--- src/rtl/mux_rr_scheduler.sv ---
// rtl/mux_rr_scheduler.sv - round-robin scheduler owning the select of a 16:1 bit mux
// Streams the granted channel's bit downstream in bursts of up to BURST accepted beats.
module mux_rr_scheduler #(
   parameter int N     = 16,
   parameter int SEL_W = 4,
   parameter int BURST = 4
) (
   input  logic             clk,
   input  logic             rst,
   input  logic [N-1:0]     req,
   input  logic [N-1:0]     data_in,
   input  logic             out_ready,
   output logic [SEL_W-1:0] sel,
   output logic [N-1:0]     grant,
   output logic             out_valid,
   output logic             out_data,
   output logic             busy
);

   localparam int CNT_W = (BURST > 1) ? $clog2(BURST) : 1;

   typedef enum logic {S_IDLE, S_SEND} state_t;

   state_t           state_q, state_d;
   logic [SEL_W-1:0] sel_q, sel_d;
   logic [SEL_W-1:0] ptr_q, ptr_d;
   logic [CNT_W-1:0] beat_cnt_q, beat_cnt_d;
   logic             out_valid_q, out_valid_d;
   logic             out_data_q, out_data_d;

   logic [SEL_W-1:0] scan_start;
   logic [SEL_W-1:0] scan_idx;
   logic [SEL_W-1:0] pick;
   logic             pick_vld;
   logic             last_beat;

   // While sending, the scan starts just past the current owner so it only wins again when alone.
   always_comb begin
      scan_start = (state_q == S_SEND) ? sel_q + SEL_W'(1) : ptr_q;
      scan_idx   = '0;
      pick       = '0;
      pick_vld   = 1'b0;
      for (int i = N - 1; i >= 0; i--) begin
         scan_idx = scan_start + SEL_W'(i);
         if (req[scan_idx]) begin
            pick     = scan_idx;
            pick_vld = 1'b1;
         end
      end
   end

   assign last_beat = (beat_cnt_q == CNT_W'(BURST - 1)) || !req[sel_q];

   always_comb begin
      state_d     = state_q;
      sel_d       = sel_q;
      ptr_d       = ptr_q;
      beat_cnt_d  = beat_cnt_q;
      out_valid_d = out_valid_q;
      out_data_d  = out_data_q;
      case (state_q)
         S_IDLE: begin
            if (pick_vld) begin
               sel_d       = pick;
               out_data_d  = data_in[pick];
               out_valid_d = 1'b1;
               beat_cnt_d  = '0;
               state_d     = S_SEND;
            end
         end
         S_SEND: begin
            if (out_ready) begin
               if (!last_beat) begin
                  beat_cnt_d = beat_cnt_q + CNT_W'(1);
                  out_data_d = data_in[sel_q];
               end else begin
                  ptr_d = sel_q + SEL_W'(1);
                  if (pick_vld) begin
                     sel_d      = pick;
                     out_data_d = data_in[pick];
                     beat_cnt_d = '0;
                  end else begin
                     out_valid_d = 1'b0;
                     state_d     = S_IDLE;
                  end
               end
            end
         end
         default: begin
            state_d     = S_IDLE;
            out_valid_d = 1'b0;
         end
      endcase
   end

   always_ff @(posedge clk) begin
      if (rst) begin
         state_q     <= S_IDLE;
         sel_q       <= '0;
         ptr_q       <= '0;
         beat_cnt_q  <= '0;
         out_valid_q <= 1'b0;
         out_data_q  <= 1'b0;
      end else begin
         state_q     <= state_d;
         sel_q       <= sel_d;
         ptr_q       <= ptr_d;
         beat_cnt_q  <= beat_cnt_d;
         out_valid_q <= out_valid_d;
         out_data_q  <= out_data_d;
      end
   end

   assign sel       = sel_q;
   assign out_valid = out_valid_q;
   assign out_data  = out_data_q;
   assign busy      = (state_q == S_SEND);
   assign grant     = busy ? ({{(N-1){1'b0}}, 1'b1} << sel_q) : '0;

endmodule
--- config.mk ---
export PLATFORM = sky130hd
export DESIGN_NAME = mux_rr_scheduler
export DESIGN_NICKNAME = d
export VERILOG_FILES = /design/src/rtl/mux_rr_scheduler.sv
export SDC_FILE = /design/constraint.sdc
export NUM_CORES = 1
export LEC_CHECK = 0
export CELL_PAD_IN_SITES_DETAIL_PLACEMENT = 0
export CELL_PAD_IN_SITES_GLOBAL_PLACEMENT = 1
export CORE_MARGIN = 2
export CORE_UTILIZATION = 50
export DETAILED_ROUTE_END_ITERATION = 10
export DONT_BUFFER_PORTS = 1
export GPL_TIMING_DRIVEN = 0
export PLACE_DENSITY_LB_ADDON = 0.1
export SLEW_MARGIN = 0
export SYNTH_ARGS = -nofsm -noshare
export SYNTH_HDL_FRONTEND = slang
export SYNTH_SLANG_ARGS = --single-unit
export TNS_END_PERCENT = 50
--- constraint.sdc ---
create_clock -name clk -period 15.6 [get_ports clk]
set_clock_uncertainty 0.2 [all_clocks]
set_input_delay 1.56 -clock clk [delete_from_list [all_inputs] [get_ports clk]]
set_output_delay 1.56 -clock clk [all_outputs]
set_load 0.05 [all_outputs]
# Word level (Yosys, flattened, before mapping)
# Cells that the tools add are included.
# word_totals
inputBits	35
word_cells	146
ff_bits	13
output_inout_bits	23
# classes
bitwise_logic	1
n_shift	1
n_addsub	17
n_reduce_logical	5
n_eq_ne	5
muxes	93
order_cmp	18
# ops
op	n
< comparator 4 x 5 -> 1 bit, second input constant	18
two-way mux 4 bit	20
binary-select mux 1 bit (select 4 bit)	19
two-way mux 1 bit	45
adder 4 bit, second input constant	8
adder 4 x 3 -> 4 bit, second input constant	4
two-way mux 16 bit	1
left shift 1 x 4 -> 16 bit, first input constant	1
adder 4 x 1 -> 4 bit, second input constant	2
adder 4 x 2 -> 4 bit, second input constant	2
one-hot mux 4 bit (2 select lines)	1
two-way mux 2 bit	3
inequality test 2 bit, second input constant	3
one-hot mux 1 bit (2 select lines)	3
one-hot mux 2 bit (2 select lines)	1
AND reduction 4 bit	1
AND reduction 3 bit	1
adder 2 x 1 -> 2 bit, second input constant	1
== test 2 bit, second input constant	1
inequality test 2 x 1 -> 1 bit, second input constant	1
AND reduction 2 bit	1
zero test 1 bit	1
logical OR 1 bit	1
inverter 1 bit	1

# Longest topological paths before layout
# Gate-level depths: netlist of run 1.
# logic_depth
word_depth	27
mapped_depth	20
depth_no_buf	17

# Worst setup path after synthesis of run 1
# No wires, ideal clock.
# synth_path
kind	reg-to-reg
start	register sel_q[1], in the netlist sel[1]
end	register out_data_q, in the netlist out_data
path_buffers	4
path_slack_ps	9824
t_required_ps	15283
t_arrival_ps	5460
setup_time_ps	117
path_stages_with_launch	21
synth_period_minus_slack_ps	5776
cell_sequence	dfxtp_1 clkbuf_1 inv_1 ha_1 mux2i_1 clkbuf_1 ha_1 clkbuf_1 nor2_1 and3_1 or4_1 clkbuf_1 mux2_2 and4_1 a211oi_2 o2111ai_1 o22ai_4 mux2i_1 mux2_2 o22ai_1 o22a_1
# synth_via
elab_chain_len	27
elab_cells_between_ends	93
classes_between	add/sub: 16; mux: 75; reduce/logical: 2
# synth_rtl
item	line	text
start, declared	25	logic [SEL_W-1:0] sel_q, sel_d;
start signal, assigned	106	sel_q <= sel_d;
adder 4 x 1 -> 4 bit	39	scan_start = (state_q == S_SEND) ? sel_q + SEL_W'(1) : ptr_q;
two-way mux 4 bit	39	
adder 4 bit	44	scan_idx = scan_start + SEL_W'(i);
binary-select mux 1 bit (select 4 bit)	45	if (req[scan_idx]) begin
two-way mux 1 bit (not written as such)	45	
two-way mux 4 bit (16 in series)	45	
binary-select mux 1 bit (select 4 bit)	65, 80	
two-way mux 1 bit (not written as such)	65, 80	
two-way mux 1 bit	63, 78	
two-way mux 1 bit	73	if (!last_beat) begin
two-way mux 1 bit	72	if (out_ready) begin
one-hot mux 1 bit (2 select lines) *	61	case (state_q)
end signal, assigned	110	out_data_q <= out_data_d;
end, declared	29	logic out_data_q, out_data_d;
# Every way passes the cells marked *; elsewhere a longest branch is shown, timed or not. The select of a mux whose other input is x is not followed.
# A chain may end at the register's enable or synchronous reset.

# Worst setup path after layout of run 1
# layout_path
start	register sel_q[0], in the netlist sel[0]
end	register out_data_q, in the netlist out_data
# The elaborated chain is that of the path after synthesis.

==> results.py, run 1 <==
metrics = {
    "routing": {
        "wl_met3_microns": 772,
        "totalWireLength_mm": 11.00,
        "first_iter_violations": 330,
        "vias": 3594,
        "ant_nets": 0,
        "dr_wl_met2_mm": 5.369,
        "wl_met1_mm": 4.601,
        "drt-pass1-iter-count": 5,
        "wl_per_cell_microns": 21.65,
        "vias_per_cell": 7.075,
        "drcViolationCount": 0,
        "top_layer": "met4",
    },
    "timing": {
        "layout_setup_ws_ns": 8.347,
        "setup_viol_count_final": 0,
        "rsz0062_at_grt": "no",
        "tightestPinTransition_ns": 1.419,
        "period_share_pct": 46.49,
        "fmax_mhz": 137.9,
        "timing.final.crit_period_ns": 7.253,
        "setup_tns_ns": 0,
        "slew_violations": 0,
        "hold_viol": 0,
        "max-slew-margin-rel_pct": 4.702,
    },
    "yosys": {
        "syn-cell-area_sq_um": 3486,
        "synth_nets": 473,
        "synth_async_sr_flop_share_pct": 0,
        "ys_types": 67,
        "yosysSeqAreaShare_pct": 7.466,
        "synth_warnings": 0,
        "syn_inst": 424,
        "yosys_most_used_dff": "dfxtp_1",
        "avgSynthCellArea_sq_um": 8.221,
        "synth-seq-cells": 13,
        "synth_edf_count": 0,
    },
    "place": {
        "gp_congestion": 0.9173,
        "post-dp-hpwl_mm": 8.494,
        "pre_cts_slack_ns": 8.403,
        "portBuffers": 0,
    },
    "floorplan": {
        "io_pins": 58,
        "rows": 30,
        "dieWidth_microns": 87.50,
        "initial_core_util_pct": 51.59,
        "core_sq_um": 6756,
        "die_area_sq_um": 7655,
        "die_h_microns": 87.50,
    },
    "clock_network": {
        "clk-insertion-delay-late_ns": 0.25,
        "htree_num_levels": 1,
        "clock-sinks": 13,
        "cts_tree": "built",
        "cts_root_buf": "clkbuf_8",
        "cts_buffers": 3,
        "postCtsSetupBuffers": 0,
        "cts_resized": 0,
        "clock_path_buffers": 2,
        "clkTransAtPathRegs_ns": 0.06,
        "hold_buffers": 0,
    },
    "layout": {
        "fin_nets": 478,
        "area_delta_synth_final_pct": 4.451,
        "final_cell_mix": "36 x nor2_1, 34 x nand2_1, 29 x mux2i_1",
        "layout-drive-gt1-share_pct": 17.29,
        "n_antenna_cell": 0,
        "layout_commonest_cell": "nor2_1",
    },
    "worst_setup_path": {
        "cp-end-kind": "register",
        "crit_type": "register to register",
        "cp_data_arrival_time_ns": 7.19,
        "required_ns": 15.54,
        "cp-start-kind": "register",
        "crit_fanout": 13,
    },
    "global_routing": {
        "grt_pass1_vias": 3409,
        "grt_max_degree": 14,
        "grt_pass1_wl_mm": 17.57,
        "grt_remaining_overflow": 0,
        "track_usage_pct": 29.14,
        "antenna_found_initial": 0,
    },
    "flow_run": {
        "maxCapViolCount": 0,
    },
    "min_path": {
        "hp-class": "register to register",
    },
    "power": {
        "p_leak_nw": 1.371,
        "p_per_area_nw_per_um2": 273.2,
        "max-vdd-ir-drop_mv": 0.1806,
    },
    "run_status": {
        "status": "finished clean",
    },
}
[per-layer routing]
metal  vias to the layer above  track usage (%)
met1                      1738            38.30
met2                       172            49.31
met4                         0            10.35
li1                       1659                -
met3                        25            3.033
met5                         -                0
[cells in the mapped netlist, types with 10 or more instances]
cell type / count / area [sq um]
nand4_1: 10 / 62.56
dfxtp_1: 13 / 260.3
nand2_1: 34 / 127.6
mux4_2: 25 / 563.0
xnor2_1: 12 / 105.1
clkbuf_1: 14 / 52.55
inv_1: 14 / 52.55
nand3_1: 18 / 90.09
mux2i_1: 29 / 290.3
a21oi_1: 17 / 85.08
and3_1: 11 / 68.82
nor2_1: 36 / 135.1
ha_1: 14 / 175.2
mux2_2: 20 / 225.2
o21ai_0: 16 / 80.08
[final timing paths]
kind	endpoint	slack [ns]	startpoint	depth (start not counted)
max reg2reg	out_data$_SDFFE_PP0N_	8.35	sel[0]$_SDFFE_PP0P_	20
max	out_data$_SDFFE_PP0N_	8.35	sel[0]$_SDFFE_PP0P_	20
min	beat_cnt_q[1]$_SDFFE_PP0N_	0.26	beat_cnt_q[1]$_SDFFE_PP0N_	2
min reg2reg	beat_cnt_q[1]$_SDFFE_PP0N_	0.26	beat_cnt_q[1]$_SDFFE_PP0N_	2
[cell families (layout without fill, tap and decap cells)]
kind of cell / count (synthesis) / count (layout) / synth area share (%)
adders and majority gates: 14 / 14 / 5.025
and+or+nand+nor: 152 / 152 / 22.11
AOI/OAI and AO/OA: 104 / 104 / 21.54
muxes: 83 / 83 / 34.39
xor gates and xnor gates: 13 / 13 / 3.266
buffers and inverters: 45 / 49 / 6.209
DFF: 13 / 13 / 7.466
[through the flow]
stage                     cells  util [%]  total power, mW  hold slack [ns]  instance area (sq um)
final                       508     53.89           0.9948           0.2596                   3641
after detailed placement    504     53.07           0.9429           0.2571                   3586
after floorplan             424         -           0.7688           0.2356                   3486
after global placement      504     53.07           0.9381           0.2508                   3586
after global routing        508     53.89            1.079           0.2889                   3641
after CTS                   508     53.74           0.9763           0.2652                   3631
[power by group]
group / switching (mW) / total, mW / internal (mW)
clock network: 0.0142 / 0.0324 / 0.0181
registers: 0.0353 / 0.0779 / 0.0426
logic: 0.521 / 0.885 / 0.364
total: 0.570 / 0.995 / 0.424
[state kept, by name, indices dropped and copies added (netlist names)]
| signal | flops |
|---|---|
| beat_cnt_q | 2 |
| busy | 1 |
| out_valid | 1 |
| ptr_q | 4 |
| out_data | 1 |
| sel | 4 |
[area by class of cell]
type / count / area, sq um
inverter: 17 / 63.81
clock buffer: 4 / 45.04
sequential: 13 / 260.3
multi-input combinational: 366 / 3019
tap: 80 / 100.1
buffer: 28 / 152.6
fill: 666 / 3115
[worst max-delay path, stage by stage (launching register included)]
cell and delay (ns):
dfxtp_1 0.81, buf_1 0.57, inv_1 0.22, ha_1 0.36, mux2i_1 0.51, clkbuf_1 0.64
ha_1 0.24, clkbuf_1 0.47, nor2_1 0.17, and3_1 0.20, or4_1 0.50, clkbuf_1 0.19
mux2_2 0.39, and4_1 0.23, a211oi_2 0.20, o2111ai_1 0.18, o22ai_4 0.36, mux2i_1 0.24
mux2_2 0.17, o22ai_1 0.08, o22a_1 0.21
No activity file was read; power rests on OpenSTA's default activity.
==> run 2: changes to the inputs <==
Settings changed: CORE_UTILIZATION 50 to 44.
Clock period 15.6 ns to 6.3 ns, I/O delays scaled along.
==> results.py, run 2 (synthesis gave the netlist of run 1 again) <==
metrics = {
    "run_status": {
        "status": "finished clean",
    },
    "layout": {
        "n_antenna_cell": 0,
        "multi_input_area_sq_um": 3030,
        "layout-drive-gt1-share_pct": 20.14,
        "area_delta_synth_final_pct": 5.887,
        "layout_commonest_cell": "nor2_1",
        "finalNonFillerCells": 529,
        "final_area_sq_um": 3691,
        "fin_nets": 477,
        "fillers": 793,
        "regArea_sq_um": 264.0,
        "final_cell_mix": "36 x nor2_1, 34 x nand2_1, 28 x mux2i_1",
    },
    "worst_setup_path": {
        "worst_r2r_startpoint": "sel[0]$_SDFFE_PP0P_",
        "cp_data_arrival_time_ns": 5.90,
        "critPathSlowestCell": "dfxtp_2",
        "worstRegToRegCells": 19,
        "worst-path-buf-inv": 5,
        "worstSetupPathDepth": 19,
        "r2r_setup_slack_ns": 0.35,
        "crit_type": "register to register",
        "required_ns": 6.24,
        "cp_top_family": "buffers and inverters",
        "crit_fanout": 13,
        "r2r_end": "out_data$_SDFFE_PP0N_",
        "cp-start-kind": "register",
        "path_cells": "buf_2 > inv_1 > ha_1 > mux2i_2 > clkbuf_4 > ha_1 > clkbuf_2 > and4_1 > or4_1 > clkbuf_1 > mux2_2 > and4_1 > a211oi_2 > o2111ai_1 > o22ai_4 > mux2i_1 > mux2_2 > o22ai_1 > o22a_1",
        "cp-end-kind": "register",
        "slowest_delay_ns": 0.57,
    },
    "global_routing": {
        "grt_pass1_wl_mm": 17.56,
        "grt_max_degree": 14,
        "grt_util_met3_pct": 1.612,
        "antenna_found_initial": 0,
        "met1_usage_pct": 36.33,
        "grt_pass1_vias": 3207,
        "grt_remaining_overflow": 0,
        "grt-busiest-layer": "met2",
        "track_usage_pct": 25.69,
        "met2_usage_pct": 43.00,
    },
    "min_path": {
        "holdPathEnd": "sel[0]$_SDFFE_PP0P_",
        "hp-class": "input port to register",
        "hp-start": "rst",
        "holdPathStages": 1,
    },
    "floorplan": {
        "io_pins": 58,
        "die_area_sq_um": 8650,
        "initial_core_util_pct": 45.35,
        "core_sq_um": 7687,
        "dieWidth_microns": 93.01,
        "die_h_microns": 93.01,
        "rows": 32,
    },
    "clock_network": {
        "cts_tree": "built",
        "cts_root_buf": "clkbuf_8",
        "cts_buffers": 3,
        "clock_path_buffers": 2,
        "htree_num_levels": 1,
        "hold_buffers": 0,
        "clk-insertion-delay-late_ns": 0.25,
        "clock-sinks": 13,
        "clkTransAtPathRegs_ns": 0.06,
    },
    "timing": {
        "hold_viol": 0,
        "rsz0062_at_grt": "no",
        "tightestPinTransition_ns": 1.436,
        "period_share_pct": 94.50,
        "fmax_mhz": 168.0,
        "max-slew-margin-rel_pct": 3.513,
        "layout_setup_ws_ns": 0.3465,
        "setup_viol_count_final": 0,
        "timing.final.crit_period_ns": 5.954,
        "slew_violations": 0,
    },
    "power": {
        "p_leak_nw": 1.395,
        "p_per_area_nw_per_um2": 677.1,
        "max-vdd-ir-drop_mv": 0.3217,
    },
    "routing": {
        "vias": 3517,
        "first_iter_violations": 453,
        "wl_per_cell_microns": 21.08,
        "ant_nets": 0,
        "drcViolationCount": 0,
        "drt-pass1-iter-count": 5,
        "totalWireLength_mm": 11.15,
        "vias_per_cell": 6.648,
    },
    "place": {
        "gp_congestion": 0.8666,
        "pre_cts_slack_ns": -0.8376,
        "post-dp-hpwl_mm": 8.767,
        "portBuffers": 0,
        "place_area_sq_um": 3613,
        "place_inst": 526,
    },
    "flow_run": {
        "maxCapViolCount": 0,
    },
}
-- run 2: layer usage --
| layer | up-vias | routed length (microns) |
|---|---|---|
| met3 | 11 | 854 |
| met2 | 158 | 5407 |
| li1 | 1653 | - |
| met1 | 1695 | 4755 |
| met4 | 0 | 136 |
| met5 | - | 0 |
-- run 2: worst reg2reg max path, delay by kind of cell (launching register included) --
family	cells	cell delay, ns
AOI/OAI and AO/OA	5	1.00
adders and majority gates	2	0.62
buffers and inverters	5	1.31
DFF	1	0.57
muxes	4	1.17
and+or+nand+nor	3	0.97
-- run 2: area by class of cell --
type	instances	area share [%]
clock buffer	4	1.220
buffer	27	4.339
tap	102	3.458
inverter	17	1.729
multi-input combinational	366	82.10
sequential	13	7.153
-- run 2: where the power goes --
| group | internal, mW | leakage [nW] | switching (mW) |
|---|---|---|---|
| clock network | 0.0448 | 0.0228 | 0.0331 |
| registers | 0.107 | 0.108 | 0.0855 |
| logic | 0.917 | 1.26 | 1.31 |
-- run 2: worst max path at each step --
| stage | startpoint | endpoint | slack [ns] |
|---|---|---|---|
| 6_report | sel[0]$_SDFFE_PP0P_ | out_data$_SDFFE_PP0N_ | 0.35 |
| 5_1_grt | sel[0]$_SDFFE_PP0P_ | sel[3]$_SDFFE_PP0P_ | 0.03 |
| 4_1_cts | sel[0]$_SDFFE_PP0P_ | out_data$_SDFFE_PP0N_ | 0.05 |
| 3_5_place_dp | sel[0]$_SDFFE_PP0P_ | out_data$_SDFFE_PP0N_ | -0.84 |
| 3_3_place_gp | sel[0]$_SDFFE_PP0P_ | out_data$_SDFFE_PP0N_ | -0.83 |
| 2_1_floorplan | sel[1]$_SDFFE_PP0P_ | out_data$_SDFFE_PP0N_ | 0.52 |
-- run 2: metrics by stage --
stage | hold WS (ns) | total power, mW | setup TNS, ns | utilization, %
after floorplan | 0.2356 | 1.904 | 0 | -
after global placement | 0.2499 | 2.349 | -3.375 | 47.01
after detailed placement | 0.2556 | 2.362 | -3.817 | 47.01
after CTS | 0.2423 | 2.455 | 0 | 47.74
after global routing | 0.2423 | 2.703 | 0 | 48.01
final | 0.2410 | 2.499 | 0 | 48.01
-- run 2: what timing repair did --
action,CTS,global route
pin swaps,0,0
gates resized for setup,7,14
setup buffers,0,0
setup endpoints to repair,9,5
==> run 3: changes to the inputs <==
Settings changed: CAP_MARGIN set to 20, CORE_UTILIZATION 44 to 30.
==> results.py, run 3 (synthesis gave the netlist of run 1 again) <==
metrics = {
    "run_status": {
        "status": "finished clean",
    },
    "timing": {
        "layout_setup_ws_ns": 0.4009,
        "slew_violations": 0,
        "setup_tns_ns": 0,
        "setup_viol_count_final": 0,
        "rsz0062_at_grt": "no",
        "max-slew-margin-rel_pct": 25.89,
        "holdWs_ns": 0.2574,
        "timing.final.crit_period_ns": 5.899,
        "hold_viol": 0,
        "period_share_pct": 93.64,
        "fmax_mhz": 169.5,
        "tightestPinTransition_ns": 1.112,
    },
    "routing": {
        "drt-pass1-iter-count": 5,
        "vias_per_cell": 6.208,
        "drcViolationCount": 0,
        "vias": 3557,
        "wl_per_cell_microns": 21.80,
        "ant_nets": 0,
        "totalWireLength_mm": 12.49,
        "first_iter_violations": 263,
    },
    "min_path": {
        "holdPathEnd": "ptr_q[0]$_SDFFE_PP0P_",
        "hp-start": "rst",
        "hp-class": "input port to register",
        "holdPathStages": 1,
    },
    "clock_network": {
        "clock_path_buffers": 2,
        "clkTransAtPathRegs_ns": 0.05,
        "clk-insertion-delay-late_ns": 0.24,
        "cts_buffers": 3,
        "postCtsSetupBuffers": 0,
        "htree_num_levels": 1,
        "clock-sinks": 13,
        "cts_tree": "built",
        "hold_buffers": 0,
        "cts_root_buf": "clkbuf_16",
    },
    "place": {
        "portBuffers": 0,
        "gp_congestion": 0.8351,
        "pre_cts_slack_ns": -1.184,
        "place_inst": 570,
        "post-dp-hpwl_mm": 9.810,
        "place_area_sq_um": 3687,
    },
    "floorplan": {
        "rows": 39,
        "dieWidth_microns": 111.8,
        "initial_core_util_pct": 30.66,
        "die_h_microns": 111.8,
        "io_pins": 58,
        "die_area_sq_um": 12500,
        "core_sq_um": 11370,
    },
    "worst_setup_path": {
        "slowest_delay_ns": 0.66,
        "cp-start-kind": "register",
        "cp-end-kind": "register",
        "required_ns": 6.23,
        "cp_data_arrival_time_ns": 5.83,
        "path_cells": "buf_2 > inv_1 > ha_1 > mux2i_4 > clkbuf_4 > ha_1 > nand2_1 > o311ai_1 > o41a_1 > a211oi_1 > a2111oi_0 > nor3_1 > o2111a_1 > o31ai_4 > mux2i_1 > mux2_2 > o22ai_1 > o22a_1",
        "crit_fanout": 13,
        "worst_r2r_startpoint": "sel[0]$_SDFFE_PP0P_",
        "worst-path-buf-inv": 3,
        "worstSetupPathDepth": 18,
        "path_common_cell": "ha_1",
        "critPathSlowestCell": "o311ai_1",
        "r2r_end": "out_data$_SDFFE_PP0N_",
        "r2r_setup_slack_ns": 0.40,
        "cp_top_family": "compound AO/OA/AOI/OAI gates",
        "crit_type": "register to register",
        "worstRegToRegCells": 18,
    },
    "layout": {
        "n_antenna_cell": 0,
        "layout_commonest_cell": "nor2_1",
        "finish.utilization_pct": 33.62,
        "finalNonFillerCells": 573,
        "layout-drive-gt1-share_pct": 20.47,
        "area_delta_synth_final_pct": 9.656,
        "fin_nets": 480,
        "final_cell_mix": "36 x nor2_1, 34 x nand2_1, 28 x mux2i_1",
        "final_area_sq_um": 3822,
    },
    "global_routing": {
        "antenna_found_initial": 0,
        "grt_pass1_vias": 3457,
        "grt_max_degree": 14,
        "grt_remaining_overflow": 0,
        "track_usage_pct": 19.80,
        "grt_pass1_wl_mm": 20.05,
    },
    "power": {
        "power_mw": 2.600,
        "p_per_area_nw_per_um2": 680.1,
        "max-vdd-ir-drop_mv": 0.2477,
        "p_leak_nw": 1.428,
    },
    "flow_run": {
        "maxCapViolCount": 0,
    },
}
## run 3: area by class of cell
type,count,area (sq um)
repair buffers,3,22.52
plain buffers,27,161.4
flip-flops and latches,13,266.5
well taps,143,178.9
multi-input cells,366,3050
fillers,1215,7547
clock buffers,4,78.83
inverters,17,63.81
## run 3: worst max-delay path by stage
| stage | startpoint | to | slack, ns |
|---|---|---|---|
| detailed placement | sel[1]$_SDFFE_PP0P_ | out_data$_SDFFE_PP0N_ | -1.18 |
| global route | sel[0]$_SDFFE_PP0P_ | out_data$_SDFFE_PP0N_ | 0.05 |
| CTS | sel[1]$_SDFFE_PP0P_ | sel[3]$_SDFFE_PP0P_ | 0.07 |
| finish | sel[0]$_SDFFE_PP0P_ | out_data$_SDFFE_PP0N_ | 0.40 |
| floorplan | sel[1]$_SDFFE_PP0P_ | out_data$_SDFFE_PP0N_ | 0.52 |
| global placement | sel[1]$_SDFFE_PP0P_ | out_data$_SDFFE_PP0N_ | -1.14 |
## run 3: worst reg2reg max path: cells and delay by family (launching register included)
kind	cells	cell delay (ns)
simple gates	2	0.22
compound gates	8	2.61
flops	1	0.57
mux	3	0.70
fa+ha+maj	2	0.65
buf+inv	3	0.84
## run 3: repair_timing
item	in CTS	in global routing
pin swaps	0	0
gates cloned	0	0
resized for setup	12	9
endpoints found under the setup margin	9	5
## run 3: routing by layer
layer	GRT usage, %	part of all wire (%)
met5	0	0
met4	2.634	1.3
met3	3.538	6.6
met2	32.85	47
met1	27.68	45
## run 3: power breakdown
group	switching (mW)	internal, mW
Clock	0.0366	0.0855
Combinational	1.35	0.929
Sequential	0.0878	0.109
Total	1.48	1.12
